===== config.mk =====
export PLATFORM = sky130hd
export DESIGN_NAME = serial_subtractor
export DESIGN_NICKNAME = d
export VERILOG_FILES = /design/src/rtl/serial_subtractor_pkg.sv /design/src/rtl/serial_fs_cell.sv /design/src/rtl/serial_subtractor.sv
export SDC_FILE = /design/constraint.sdc
export NUM_CORES = 1
export LEC_CHECK = 0
export CORE_UTILIZATION = 40
export CTS_CLUSTER_DIAMETER = 150
export DETAILED_ROUTE_END_ITERATION = 8
export MAX_ROUTING_LAYER = met4
export SYNTH_ARGS = -nofsm -noshare
export SYNTH_HDL_FRONTEND = slang
export SYNTH_SLANG_ARGS = --single-unit

===== constraint.sdc =====
create_clock -name clk -period 2 [get_ports clk]
set_input_delay 0.2 -clock clk [delete_from_list [all_inputs] [get_ports clk]]
set_output_delay 0.2 -clock clk [all_outputs]
set_load 0.01 [all_outputs]

===== src/rtl/serial_subtractor_pkg.sv =====
// ---------------------------------------------------------------------------
// serial_subtractor_pkg
//   Shared types and constants for the bit-serial subtractor.
//   state_t       : FSM encoding (IDLE, SHIFT, DONE).
//   DEFAULT_WIDTH : default operand/result width.
// ---------------------------------------------------------------------------
package serial_subtractor_pkg;

    typedef enum logic [1:0] {
        IDLE  = 2'd0,
        SHIFT = 2'd1,
        DONE  = 2'd2
    } state_t;

    localparam int unsigned DEFAULT_WIDTH = 8;

endpackage : serial_subtractor_pkg


===== src/rtl/serial_fs_cell.sv =====
// ---------------------------------------------------------------------------
// serial_fs_cell
//   Purely combinational one-bit full subtractor: a - b - bin.
//   Ports:
//     a_i    : minuend bit
//     b_i    : subtrahend bit
//     bin_i  : borrow in
//     d_o    : difference bit
//     bout_o : borrow out
// ---------------------------------------------------------------------------
module serial_fs_cell (
    input  logic a_i,
    input  logic b_i,
    input  logic bin_i,
    output logic d_o,
    output logic bout_o
);

    assign d_o    = a_i ^ b_i ^ bin_i;
    assign bout_o = (~a_i & b_i) | (~(a_i ^ b_i) & bin_i);

endmodule : serial_fs_cell


===== src/rtl/serial_subtractor.sv =====
// ---------------------------------------------------------------------------
// serial_subtractor
//   Bit-serial WIDTH-bit subtractor, diff = a - b - borrow_in (mod 2^WIDTH),
//   one bit per clock, LSB first, through a single serial_fs_cell with a
//   borrow flip-flop feeding the cell's borrow back on the next cycle.
//   Optional macro SERIAL_SUBTRACTOR_OVF_EN adds the ovf output
//   (two's-complement overflow flag).
//   Ports:
//     clk        : rising-edge clock
//     rst_n      : asynchronous active-low reset
//     start      : request, sampled only in IDLE
//     a, b       : operands, captured on the accepted start
//     borrow_in  : initial borrow, captured on the accepted start
//     busy       : high in SHIFT and DONE
//     done       : one-cycle pulse, result valid
//     diff       : registered difference, held until the next result
//     borrow_out : final borrow, held with diff
//     ovf        : signed overflow (only with SERIAL_SUBTRACTOR_OVF_EN)
// ---------------------------------------------------------------------------
module serial_subtractor
    import serial_subtractor_pkg::*;
#(
    parameter int unsigned WIDTH = DEFAULT_WIDTH
) (
    input  logic             clk,
    input  logic             rst_n,
    input  logic             start,
    input  logic [WIDTH-1:0] a,
    input  logic [WIDTH-1:0] b,
    input  logic             borrow_in,
    output logic             busy,
    output logic             done,
    output logic [WIDTH-1:0] diff,
    output logic             borrow_out
`ifdef SERIAL_SUBTRACTOR_OVF_EN
    ,
    output logic             ovf
`endif
);

    localparam int unsigned CNT_W = (WIDTH > 1) ? $clog2(WIDTH) : 1;
    localparam logic [CNT_W-1:0] LAST_CNT = CNT_W'(WIDTH - 1);

    state_t           state_q;
    logic [WIDTH-1:0] sh_a_q;
    logic [WIDTH-1:0] sh_b_q;
    logic [WIDTH-1:0] res_q;
    logic [WIDTH-1:0] res_d;
    logic [WIDTH-1:0] diff_q;
    logic [CNT_W-1:0] cnt_q;
    logic             brw_q;
    logic             borrow_out_q;
    logic             busy_q;
    logic             done_q;
    logic             cell_d;
    logic             cell_bout;

`ifdef SERIAL_SUBTRACTOR_OVF_EN
    // Operand sign bits are kept aside because the shift registers
    // lose them long before the result is complete.
    logic a_msb_q;
    logic b_msb_q;
    logic ovf_q;
`endif

    serial_fs_cell u_cell (
        .a_i    (sh_a_q[0]),
        .b_i    (sh_b_q[0]),
        .bin_i  (brw_q),
        .d_o    (cell_d),
        .bout_o (cell_bout)
    );

    // Result fills from the MSB side so after WIDTH shifts bit 0 is the LSB.
    assign res_d = {cell_d, res_q[WIDTH-1:1]};

    always_ff @(posedge clk or negedge rst_n) begin
        if (!rst_n) begin
            state_q      <= IDLE;
            sh_a_q       <= '0;
            sh_b_q       <= '0;
            res_q        <= '0;
            diff_q       <= '0;
            cnt_q        <= '0;
            brw_q        <= 1'b0;
            borrow_out_q <= 1'b0;
            busy_q       <= 1'b0;
            done_q       <= 1'b0;
`ifdef SERIAL_SUBTRACTOR_OVF_EN
            a_msb_q      <= 1'b0;
            b_msb_q      <= 1'b0;
            ovf_q        <= 1'b0;
`endif
        end else begin
            done_q <= 1'b0;
            case (state_q)
                IDLE: begin
                    if (start) begin
                        sh_a_q  <= a;
                        sh_b_q  <= b;
                        brw_q   <= borrow_in;
                        cnt_q   <= '0;
                        busy_q  <= 1'b1;
                        state_q <= SHIFT;
`ifdef SERIAL_SUBTRACTOR_OVF_EN
                        a_msb_q <= a[WIDTH-1];
                        b_msb_q <= b[WIDTH-1];
`endif
                    end
                end
                SHIFT: begin
                    res_q  <= res_d;
                    brw_q  <= cell_bout;
                    sh_a_q <= sh_a_q >> 1;
                    sh_b_q <= sh_b_q >> 1;
                    cnt_q  <= cnt_q + CNT_W'(1);
                    if (cnt_q == LAST_CNT) begin
                        // Publish the final bit's results on the edge that
                        // enters DONE, so they are valid alongside done.
                        diff_q       <= res_d;
                        borrow_out_q <= cell_bout;
                        done_q       <= 1'b1;
                        state_q      <= DONE;
`ifdef SERIAL_SUBTRACTOR_OVF_EN
                        ovf_q <= (a_msb_q != b_msb_q) && (cell_d != a_msb_q);
`endif
                    end
                end
                DONE: begin
                    busy_q  <= 1'b0;
                    state_q <= IDLE;
                end
                default: begin
                    busy_q  <= 1'b0;
                    state_q <= IDLE;
                end
            endcase
        end
    end

    assign busy       = busy_q;
    assign done       = done_q;
    assign diff       = diff_q;
    assign borrow_out = borrow_out_q;
`ifdef SERIAL_SUBTRACTOR_OVF_EN
    assign ovf        = ovf_q;
`endif

endmodule : serial_subtractor


==> results of run 1 <==
## flip-flops by register name (all words and copies together), names as in the netlist
signal and flops:
borrow_out 1, brw_q 1, done 1, cnt_q 3, diff 8, sh_a_q 8, state_q 2, sh_b_q 8
res_q 7, busy 1
## synth_stat cells
master	number	area [µm²]
nor3b_1	2	15.01
nand2b_1	2	12.51
mux2_2	8	90.09
buf_2	2	10.01
inv_1	9	33.78
o21ai_0	6	30.03
a2bb2oi_1	1	8.760
nand2b_4	1	13.76
dfrtp_1	40	1001
a22o_1	2	17.52
a22oi_1	3	22.52
nor2_4	2	22.52
and2b_1	1	7.510
buf_4	2	15.01
a2bb2oi_2	5	75.07
o221a_2	2	22.52
nor3_1	2	10.01
clkbuf_1	1	3.750
nor2b_1	1	6.260
nand3b_4	1	20.02
o22a_1	5	43.79
nand2_1	30	112.6
buf_6	4	45.04
o21bai_1	1	7.510
a21oi_1	1	5.000
nor2_1	3	11.26
nor2b_2	1	8.760
o21ai_2	1	8.760
a211oi_1	2	15.01
o221a_1	1	11.26
nand3b_1	7	52.55
a221o_1	1	10.01
nand3_1	4	20.02
fa_1	1	20.02
ha_1	2	25.02
## report_power, final
part           internal, mW  leakage [nW]  switching [mW]
clock network         0.275        0.0510           0.277
logic                 0.697         0.476           0.596
registers              1.17         0.494           0.238
## what timing repair did
| item | in CTS | in global routing |
|---|---|---|
| hold buffers | 1 | 0 |
| gates resized for setup | 0 | 0 |
| endpoints found under the hold margin | 10 | 0 |
## worst paths after layout
check / to / cells past startpoint / slack [ps]
setup / recovery: sh_b_q[3] / 3 / 460
hold / removal: sh_a_q[2] / 2 / 310
setup reg to reg: sh_b_q[3] / 3 / 460
hold reg to reg: borrow_out / 2 / 490
max in group asynchronous: sh_b_q[0] / 3 / 1150
min in group clk: sh_a_q[7] / 3 / 460
## final cells by class
cell class | count | area (µm²)
tap | 52 | 65.06
fill | 408 | 2131
clock buffer | 6 | 82.58
clock inverter | 2 | 10.01
timing repair buffer | 35 | 335.3
sequential | 40 | 1001
inverter | 9 | 33.78
multi-input combinational | 99 | 725.7
## per-stage QoR
stage	cells	power (mW)	hold slack (ps)	area, µm²	worst slack [ps]
5_1_grt	243	3.517	326.2	2253	365.4
4_1_cts	243	3.307	316.7	2253	453.1
6_report	243	3.259	310.4	2253	459.5
2_1_floorplan	157	2.322	-95.59	1834	565.4
3_3_place_gp	234	2.671	86.93	2151	352.3
3_5_place_dp	234	2.738	91.96	2151	306.4
## cell families (layout without fill, tap and decap cells)
logic type      after synthesis  in the layout  share of synthesized area [%]
mux                           8              8                          4.912
fa+ha+maj                     3              3                          2.455
flops                        40             40                          54.57
simple gates                 57             57                          17.05
buf+inv                      18             52                          5.866
compound gates               31             31                          15.14
## metal layers
metal	up-vias	wire [µm]
met5	-	0
met4	0	52
met3	6	130
met2	27	1789
met1	631	1545
li1	609	-
==> metrics.md, run 1 <==
| Metric | Value |
|---|---|
| Routability Congestion | 0.7951 |
| Fin crit share | 77.02% |
| Max incr delay on CP | 600 ps |
| Worst slew margin | 63.31% |
| Pwr per Cell Area | 1446 nW/µm² |
| Starting Density | 41.84% |
| Utilization after layout | 51.40% |
| Synth Instances | 157 |
| Post-synthesis average cell area | 11.68 µm² |
| Worst EP required | 2180 ps |
| Yosys warning total | 0 |
| DRT Pass-1 Iters | 4 |
| Clock-pin slew on the worst setup and hold paths | 80 ps |
| DPL Wire Length | 2486 µm |
| CTS tree | done |
| Commonest non-fill, non-tap cell in the layout | dfrtp_1 |
| IO Pins | 31 |
| Clock root buffer | clkbuf_8 |
| Met2 usage | 26.54% |
| Status | finished clean |
| Die Width | 69.72 µm |
| Clk_skew | 6.484 ps |
| Final WL | 3517 µm |
| Die area | 4860 µm² |
| Core area | 4384 µm² |
| Reg-to-Reg Start | state_q[0] |
| Post-synthesis register bit count | 40 |
| Clk_lat worst skew | 290 ps |
| Sequential cell area fraction in the yosys report | 54.57% |
| Ratio of cells with drive above 1 in the final layout | 17.80% |
| Crit path launch type | register |
| Crit Path Max Fanout | 11 |
| I/O Buffers | 30 |
| Slew Viols, Final | 0 |
| Grt ovf | 0 |
| Highest-delay cell along the critical path | dfrtp_1 |
| CTS buffer count | 5 |
| Crit. End Element | register |
| # Max-Cap Violations | 0 |
| Synth-to-Final Area Change | 22.85% |
| Starting DRT DRC Count | 68 |
| Max H-tree Level | 2 |
| Die height | 69.72 µm |
| CTS max path bufs | 2 |
| Initial antenna violation count | 0 |
| Most frequent cells in the layout | dfrtp_1, nand2_1, clkdlybuf4s50_1 |
| Clock sink count | 40 |
| Final setup fails | 0 |
| CP bufs+invs | 0 |
| Post-route DRC | 0 |
| Worst vdd ir | 0.5142 mV |
| CP Cell Sequence | nand2b_1 -> o21ai_2 -> a221o_1 |
| # diodes | 0 |
| Nets | 213 |
| Period minus WS final | 1540 ps |
| First-pass GRT wire length | 5975 µm |
| CP Class | register to register |
| Met3 usage | 4.942% |
| Worst setup path startpoint | state_q[0] |
| Post CTS Setup Buffer Count | 0 |
| Final count of hold timing violations | 0 |
| Via-to-Cell Ratio | 5.239 |
| Netlist cell types | 35 |
| Most used routing layer | met2 |
| Peak Freq | 649.2 MHz |
| Largest net degree at the start of global routing | 20 |
| TNS Setup | 0 ps |
| Routed WL per cell | 14.47 µm |
| Site row count | 24 |
| Worst-margin pin slew | 549.2 ps |
| Hold/Removal Path Class | input pin to asynchronous set/reset pin |
| Gr usage total | 16.40% |
| Met1 usage | 19.31% |
| Mapped Area | 1834 µm² |
| Crit path max-delay family | flip-flops |
| Unrepaired setup endpoints after global routing | false |
| Syn_nets | 180 |
| P_leak | 1.021 nW |
| Vias in the first global route | 1299 |
| Worst path arrival time | 1720 ps |
| Post-route ant nets | 0 |
| Vias | 1273 |
Note: power is estimated with default switching activity, not from simulation.
==> run 2: changes to the inputs <==
--- a/config.mk
+++ b/config.mk
@@ -9,6 +9,7 @@
 export CTS_CLUSTER_DIAMETER = 150
 export DETAILED_ROUTE_END_ITERATION = 8
 export MAX_ROUTING_LAYER = met4
+export PLACE_DENSITY = 0.65
 export SYNTH_ARGS = -nofsm -noshare
 export SYNTH_HDL_FRONTEND = slang
 export SYNTH_SLANG_ARGS = --single-unit
==> constraint.sdc (replaced) <==
create_clock -name clk -period 1.3 [get_ports clk]
set_input_delay 0.13 -clock clk [delete_from_list [all_inputs] [get_ports clk]]
set_output_delay 0.13 -clock clk [all_outputs]
set_load 0.01 [all_outputs]
==> run 2 against run 1 <==
The flow now finishes with violations (negative setup slack). Count of clock-buffer cells in the layout is 2 higher. Utilization is 5.0 points higher. Via count up 5.9%. Clock power increased by 52%. Critical path depth increased by 1. Sequential share of layout area shrank 3.8 points. Sequential power increased by 54%.
==> metrics.md, run 2 (synthesis results as in run 1) <==
| Metric | Value |
|---|---|
| Hold path startpoint | b[7] |
| Pwr per Cell Area | 2186 nW/µm² (+51%) |
| Max incr delay on CP | 390 ps (-210 ps) |
| Final setup fails | 6 (+6) |
| Initial antenna violation count | 0 (unchanged) |
| Final WL | 3634 µm (+3.3%) |
| # diodes | 0 (unchanged) |
| Reg-to-Reg Start | cnt_q[1] |
| P_leak | 1.186 nW (+16%) |
| CP Cell Sequence | ha_2 -> ha_4 -> nand3b_4 -> mux2_4 |
| Via-to-Cell Ratio | 5.068 (-3.3%) |
| Worst slew margin | 67.12% (+3.8 points) |
| Utilization after layout | 56.36% (+5.0 points) |
| Status | finished with violations |
| Crit path launch type | register |
| Routed WL per cell | 13.66 µm (-5.6%) |
| Most frequent cells in the layout | dfrtp_1, nand2_1, buf_4 |
| Die height | 69.72 µm (unchanged) |
| Worst vdd ir | 0.7617 mV (+48%) |
| Clock-pin slew on the worst setup and hold paths | 80 ps (about the same) |
| Synth-to-Final Area Change | 34.72% |
| Starting Density | 41.84% (unchanged) |
| DPL Wire Length | 2615 µm (+5.2%) |
| Worst path arrival time | 1510 ps (-210 ps) |
| Nets | 236 (+11%) |
| Post-route DRC | 0 (unchanged) |
| CP Class | register to register |
| Ratio of cells with drive above 1 in the final layout | 27.57% (+9.8 points) |
| Core area | 4384 µm² (unchanged) |
| Worst reg2reg setup slack | -40 ps (-490 ps) |
| Unrepaired setup endpoints after global routing | true |
| IO Pins | 31 (unchanged) |
| Slew Viols, Final | 0 (unchanged) |
| Die Width | 69.72 µm (unchanged) |
| Post-route ant nets | 0 (unchanged) |
| Routability Congestion | 0.8554 (+7.6%) |
| Clk_lat worst skew | 290 ps (about the same) |
| CP bufs+invs | 0 (unchanged) |
| Peak Freq | 748.9 MHz (+15%) |
| Final count of hold timing violations | 0 (unchanged) |
| Clock sink count | 40 (unchanged) |
| Gr usage total | 16.71% (+0.31 points) |
| CTS max path bufs | 2 (unchanged) |
| Crit Path Max Fanout | 6 (-5) |
| Worst hold endpoint | sh_b_q[7] |
| Vias | 1348 (+5.9%) |
| Starting DRT DRC Count | 37 (-46%) |
| Highest-delay cell along the critical path | dfrtp_1 |
| Max H-tree Level | 2 (unchanged) |
| Total power | 5.402 mW (+66%) |
| Worst-margin pin slew | 493.2 ps (-55.98 ps) |
| Clk_skew | 7.448 ps (+0.9639 ps) |
| Fin worst setup slack | -35.24 ps (-494.8 ps) |
| FF-to-FF End | diff[6] |
| Filler cells | 407 (-0.25%) |
| CTS buffer count | 5 (unchanged) |
| Fin crit share | 102.7% (+26 points) |
| I/O Buffers | 30 (unchanged) |
| # Max-Cap Violations | 0 (unchanged) |
| Crit path max-delay family | flip-flops |
| Clock root buffer | clkbuf_8 |
| First-pass GRT wire length | 6175 µm (+3.3%) |
| Grt ovf | 0 (unchanged) |
| Die area | 4860 µm² (unchanged) |
| Commonest non-fill, non-tap cell in the layout | dfrtp_1 |
| TNS Setup | -190.8 ps (-190.8 ps) |
| Period minus WS final | 1335 ps (-205.2 ps) |
| Site row count | 24 (unchanged) |
| Worst EP required | 1470 ps (-710 ps) |
| Largest net degree at the start of global routing | 41 (+110%) |
| Failing checks | negative setup slack |
| Pre-CTS setup slack | -115.8 ps (-422.3 ps) |
| Vias in the first global route | 1359 (+4.6%) |
| DRT Pass-1 Iters | 4 (unchanged) |
| Worst hold path depth | 3 |
| Crit. End Element | register |
| R2R cell count | 4 (+1) |
| CTS tree | done |
| Crit path depth | 4 (+1) |
| Hold/Removal Path Class | input pin to register |
run 2: metrics by stage:
stage	instance area, µm²	hold WS (ps)	instances
2_1_floorplan	1872	-165.6	157
3_3_place_gp	2323	215.3	252
3_5_place_dp	2323	218.3	252
4_1_cts	2439	393.1	263
5_1_grt	2471	397.9	266
6_report	2471	395.7	266
run 2: layout make-up:
cell class              count  area, µm²  area share, %
repair buffers             57      488.0          19.75
multi-input cells         100      790.8          32.00
well taps                  52      65.06          2.633
clock buffers               8      90.09          3.646
inverters                   9      33.78          1.367
flip-flops and latches     40       1003          40.61
run 2: worst min-delay path, stage by stage:
cell and delay [ps]:
clkdlybuf4s50_1 390, nand2_1 50, o21ai_0 70
run 2: what timing repair did:
| item | 4_1_cts | 5_1_grt |
|---|---|---|
| setup buffers | 1 | 3 |
| pin swaps | 2 | 3 |
| setup endpoints to repair | 18 | 15 |
| resized for setup | 13 | 2 |
| gates cloned | 1 | 0 |
| endpoints found under the hold margin | 40 | 0 |
| hold buffers | 1 | 0 |
run 2: worst max-delay path by stage:
stage                     startpoint  endpoint  slack (ps)
after floorplan             cnt_q[0]   diff[2]         -50
after global placement      cnt_q[1]   diff[0]         -80
after detailed placement    cnt_q[1]   diff[1]        -120
after CTS                   cnt_q[0]   diff[3]         -40
after global routing        cnt_q[0]   diff[4]         -80
final                       cnt_q[1]   diff[6]         -40
run 2: where the power goes:
part / internal, mW / switching, mW / total, mW
clock network: 0.433 / 0.404 / 0.837
registers: 1.81 / 0.354 / 2.17
logic: 1.36 / 1.04 / 2.40
run 2: routing by layer:
layer / vias up / wire (µm) / track usage (%) / part of all wire, %
met3: 7 / 152 / 4.360 / 4.2
li1: 657 / - / - / -
met4: 0 / 46 / 4.667 / 1.3
met1: 642 / 1692 / 21.25 / 47
met5: - / 0 / - / 0
met2: 42 / 1743 / 26.54 / 48
==> run 3: changes to the inputs <==
--- a/config.mk
+++ b/config.mk
@@ -5,9 +5,11 @@
 export SDC_FILE = /design/constraint.sdc
 export NUM_CORES = 1
 export LEC_CHECK = 0
+export CORE_ASPECT_RATIO = 2
 export CORE_UTILIZATION = 40
 export CTS_CLUSTER_DIAMETER = 150
 export DETAILED_ROUTE_END_ITERATION = 8
+export GPL_ROUTABILITY_DRIVEN = 1
 export MAX_ROUTING_LAYER = met4
 export PLACE_DENSITY = 0.65
 export SYNTH_ARGS = -nofsm -noshare
==> run 3 against run 2 <==
The run still ends with negative setup slack left. Sequential share of layout area fell by 1.2 points. Power up 6.8%. Flip-flop and latch count did not move.
==> metrics.md, run 3 (synthesis results as in run 1) <==
| Metric | Value |
|---|---|
| # diodes | 0 (unchanged) |
| Die height | 97.77 µm (+40%) |
| IO Pins | 31 (unchanged) |
| Utilization after layout | 58.05% (+1.7 points) |
| Vias | 1400 (+3.9%) |
| TNS Setup | -274.0 ps (-83.26 ps) |
| Worst slew margin | 69.75% (+2.6 points) |
| Finished Layout Cells | 270 (+1.5%) |
| Clock root buffer | clkbuf_8 |
| Final count of hold timing violations | 0 (unchanged) |
| Starting DRT DRC Count | 10 (-73%) |
| CTS tree | done |
| CTS buffer count | 5 (unchanged) |
| Core area | 4382 µm² (about the same) |
| Post-route DRC | 0 (unchanged) |
| Worst EP required | 1480 ps (about the same) |
| Site row count | 34 (+42%) |
| Fin worst setup slack | -46.31 ps (-11.07 ps) |
| Routability Congestion | 0.9002 (+5.2%) |
| CP Class | register to register |
| Gr usage total | 19.05% (+2.3 points) |
| Post-route ant nets | 0 (unchanged) |
| Vias in the first global route | 1484 (+9.2%) |
| Crit Path Max Fanout | 5 (-1) |
| Die area | 4877 µm² (+0.35%) |
| Inst Count DP | 253 (+0.40%) |
| Failing checks | negative setup slack |
| # Max-Cap Violations | 0 (unchanged) |
| P_leak | 1.246 nW (+5.1%) |
| Final setup fails | 8 (+2) |
| Crit path launch type | register |
| Worst reg2reg setup slack | -50 ps (about the same) |
| Most frequent cells in the layout | dfrtp_1, nand2_1, buf_4 |
| DPL Wire Length | 3066 µm (+17%) |
| Max H-tree Level | 2 (unchanged) |
| Worst path arrival time | 1530 ps (+20 ps) |
| Hold/Removal Path Class | input pin to asynchronous set/reset pin |
| Clock sink count | 40 (unchanged) |
| Routed WL per cell | 15.21 µm (+11%) |
| First-pass GRT wire length | 6803 µm (+10%) |
| Nets | 238 (+0.85%) |
| CTS max path bufs | 2 (unchanged) |
| Grt ovf | 0 (unchanged) |
| Peak Freq | 742.8 MHz (-0.82%) |
| R2R cell count | 4 (unchanged) |
| Worst vdd ir | 1.163 mV (+53%) |
| Status | finished with violations |
| Commonest non-fill, non-tap cell in the layout | dfrtp_1 |
| Via-to-Cell Ratio | 5.185 (+2.3%) |
| Starting Density | 41.86% (about the same) |
| Final WL | 4108 µm (+13%) |
| Slew Viols, Final | 0 (unchanged) |
| Fin crit share | 103.6% (+0.85 points) |
| Synth-to-Final Area Change | 38.68% |
| Worst-margin pin slew | 453.8 ps (-39.48 ps) |
| Initial antenna violation count | 0 (unchanged) |
| Pwr per Cell Area | 2268 nW/µm² (+3.8%) |
| Ratio of cells with drive above 1 in the final layout | 29.17% (+1.6 points) |
| Largest net degree at the start of global routing | 23 (-44%) |
| I/O Buffers | 30 (unchanged) |
| Filler cells | 371 (-8.8%) |
| Total power | 5.769 mW (+6.8%) |
| Crit. End Element | register |
| DRT Pass-1 Iters | 4 (unchanged) |
| Clk_lat worst skew | 300 ps (about the same) |
| Clk_skew | 9.709 ps (+2.261 ps) |
| Period minus WS final | 1346 ps (+11.07 ps) |
| Clock-pin slew on the worst setup and hold paths | 80 ps (about the same) |
| Unrepaired setup endpoints after global routing | true |
| Die Width | 49.89 µm (-28%) |
| Pre-CTS setup slack | -99.15 ps (+16.70 ps) |
## run 3: worst paths after layout
path	startpoint	end
setup / recovery	cnt_q[0]	diff[6]
hold / removal	rst_n	diff[3]
setup reg to reg	cnt_q[0]	diff[6]
hold reg to reg	busy	busy
max in group asynchronous	rst_n	state_q[1]
min in group clk	a[7]	sh_a_q[7]
## run 3: power breakdown
group / internal (mW) / switching (mW) / total, mW
registers: 1.81 / 0.379 / 2.19
logic: 1.42 / 1.09 / 2.51
clock network: 0.628 / 0.442 / 1.07
## run 3: routing by layer
metal | GRT usage [%] | vias to the layer above | wire, µm
met3 | 2.960 | 9 | 121
met5 | - | - | 0
met4 | 9.011 | 0 | 91
met1 | 20.29 | 698 | 1607
li1 | - | 659 | -
met2 | 33.26 | 34 | 2289
## run 3: final cells by class
cell class                      count  area [µm²]  share of cell area [%]
Clock buffer                        6       82.58                   3.246
Clock inverter                      2       38.79                   1.525
Inverter                            9       33.78                   1.328
Multi-Input combinational cell    100       795.8                   31.28
Sequential cell                    40        1003                   39.45
Tap cell                           54       67.56                   2.656
Timing Repair Buffer               59       521.8                   20.51
## run 3: worst max-delay path: stages (launching register included)
cell,delay (ps)
dfrtp_1,390
ha_2,200
ha_4,180
nand3b_4,140
mux2_4,310
## run 3: stage by stage
stage	area [µm²]	hold WS [ps]
final	2544	316.2
after detailed placement	2331	109.4
after global placement	2331	90.21
after CTS	2506	329.8
after global routing	2544	362.4
after floorplan	1872	-165.6
## run 3: what timing repair did
item                       in CTS  in global routing
hold buffers                    1                  0
setup endpoints to repair      25                 16
hold endpoints to repair       18                  0
setup buffers                   3                  4
pin swaps                       3                  3
gates cloned                    1                  0
gates resized for setup        15                  3
==> RTL edit (settings of run 2) <==
The 3 states of `state_t` get a one-hot encoding in 3 bits.
--- a/src/rtl/serial_subtractor_pkg.sv
+++ b/src/rtl/serial_subtractor_pkg.sv
@@ -6,10 +6,10 @@
 // ---------------------------------------------------------------------------
 package serial_subtractor_pkg;
 
-    typedef enum logic [1:0] {
-        IDLE  = 2'd0,
-        SHIFT = 2'd1,
-        DONE  = 2'd2
+    typedef enum logic [2:0] {
+        IDLE  = 3'b001,
+        SHIFT = 3'b010,
+        DONE  = 3'b100
     } state_t;
 
     localparam int unsigned DEFAULT_WIDTH = 8;
Formal check against the unedited RTL: same outputs for any inputs over 10 cycles, from zero or initial values and one cycle with rst_n low; not proved beyond that.
==> RTL edit against run 2 <==
- the run still ends with negative setup slack left
- routed wire length is 2.5% higher
- maximum frequency decreased by 2.2%
- sequential cell count up 1
- via count down 3.0%
- area after synthesis shrank 2.1%
- design area up 3.5%
- total power increased by 2.7%
- synthesized cell count increased by 2.5%
- die area decreased by 2.1%
- critical path type unchanged
- largest cell class unchanged
- first-iteration DRC count rose to 2.8 times the old value
- global-route usage rose by 1.3 points
- worst setup slack worse by 30 ps
==> RTL edit: results (changes against run 2) <==
stage,metric,value,unit,change
outcome,status,"complete, but fails checks",,unchanged
outcome,violations,negative setup slack,,unchanged
place,pre_cts_slack,-278,ps,was -116 ps
place,dp_cells,243,,was 252
route,drt-total-wl,3.73,mm,was 3.63 mm
power_and_ir_drop,ir_drop,1.14,mV,was 0.762 mV
route,wl_met1,1.66,mm,was 1.69 mm
synthesis,yosysSeqAreaShare,0.572,,was 0.546
timing,finClkSkew,5.88,ps,was 7.45 ps
timing,layout_setup_ws,-65.6,ps,was -35.2 ps
setup_path,r2r_end,brw_q,,was diff[6]
setup_path,cp.arrival,1580,ps,was 1510 ps
place,detailed_place.area,0.00219,sq mm,was 0.00232 sq mm
layout,fin_nets,229,,was 236
timing,max_slew.worst_pin.slew,217,ps,was 493 ps
global_route,grt_max_degree,42,,was 41
synthesis,syn_nets,184,,was 180
setup_path,slowest_stage,dfrtp_2,,was dfrtp_1
place,dp_hpwl,2.26,mm,was 2.61 mm
setup_path,reg2reg_depth,4,,unchanged
timing,setup_viol,26,,was 6
setup_path,slowest_delay,450,ps,was 390 ps
route,detail_route.wl_per_cell,14.5,microns,was 13.7 microns
global_route,grt_pass1_vias,1312,,"was 1,359"
route,route.met3.wl,119,microns,was 152 microns
global_route,grt_pass1_wl,5.98,mm,was 6.18 mm
power_and_ir_drop,swShare,0.339,,was 0.332
worst_hold_path,hp-class,in -> async,,was in -> reg
global_route,grtUsageTotal,0.180,,was 0.167
route,wl_met2,1.90,mm,was 1.74 mm
power_and_ir_drop,power_leakage,1.18,nW,was 1.19 nW
setup_path,r2r_start,state_q[2],,was cnt_q[1]
synthesis,synthTopCellsByArea,"dfrtp_1 (56%), o22ai_1 (5.6%), mux2_2 (5.0%)",,"was dfrtp_1 (55%), nand2_1 (6.1%), mux2_2 (4.9%)"
layout,drive_gt1_frac,0.333,,was 0.276
timing,fin_setup_tns,-1080,ps,was -191 ps
route,drtIter0Drc,103,,was 37
cts,root_buffer,clkbuf_8,,unchanged
synthesis,syn_area_per_cell,11.2,sq um,was 11.7 sq um
route,via_per_inst,5.09,,was 5.07
place,gp_congestion,0.818,,was 0.855
## RTL edit: cell count changes in the layout (fill, tap and decap cells not counted), sizes merged, moves of 5 or more
| cell | change |
|---|---|
| o22ai | +16 |
| a21oi | +15 |
| inv | +11 |
| buf | -9 |
| nand2 | -8 |
| nand3b | -8 |
| a2bb2oi | -6 |
| o21ai | -6 |
| and2 | +5 |
## RTL edit: area by class of cell
cell class              count  area [sq um]
clock buffers               5          68.8
clock inverters             3          68.8
fillers                   351          1590
inverters                  19          71.3
multi-input cells          91           798
flip-flops and latches     41          1030
well taps                  50          62.6
repair buffers             48           459
## RTL edit: power by group through the flow
stage | Combinational (W) | Clock, W | Sequential (W)
detailed placement | 0.00181 | 0 | 0.00211
finish | 0.00215 | 0.00123 | 0.00217
floorplan | 0.00142 | 0 | 0.00204
global route | 0.00240 | 0.00132 | 0.00223
CTS | 0.00202 | 0.00126 | 0.00213
global placement | 0.00176 | 0 | 0.00208
## RTL edit: cell families after synthesis
group	after synthesis	share of synthesized area
AOI/OAI and AO/OA	41	0.162
DFF	41	0.572
and+or+nand+nor	35	0.0948
buffers and inverters	31	0.0850
muxes	9	0.0558
adders and majority gates	3	0.0251
xor gates and xnor gates	1	0.00488
## RTL edit: repair_timing
action	in CTS	in global routing
resized for setup	33	17
hold buffers	1	0
gates cloned	1	1
hold endpoints to repair	40	0
endpoints found under the setup margin	35	33
setup buffers	0	3
pin swaps	0	8
## RTL edit: worst max path at each step
stage / startpoint / cells after the start / to
after floorplan: state_q[0] / 7 / sh_a_q[0]
after global placement: cnt_q[0] / 4 / diff[5]
after detailed placement: cnt_q[0] / 4 / diff[2]
after CTS: cnt_q[0] / 4 / diff[6]
after global routing: state_q[0] / 4 / cnt_q[2]
final: state_q[2] / 4 / brw_q
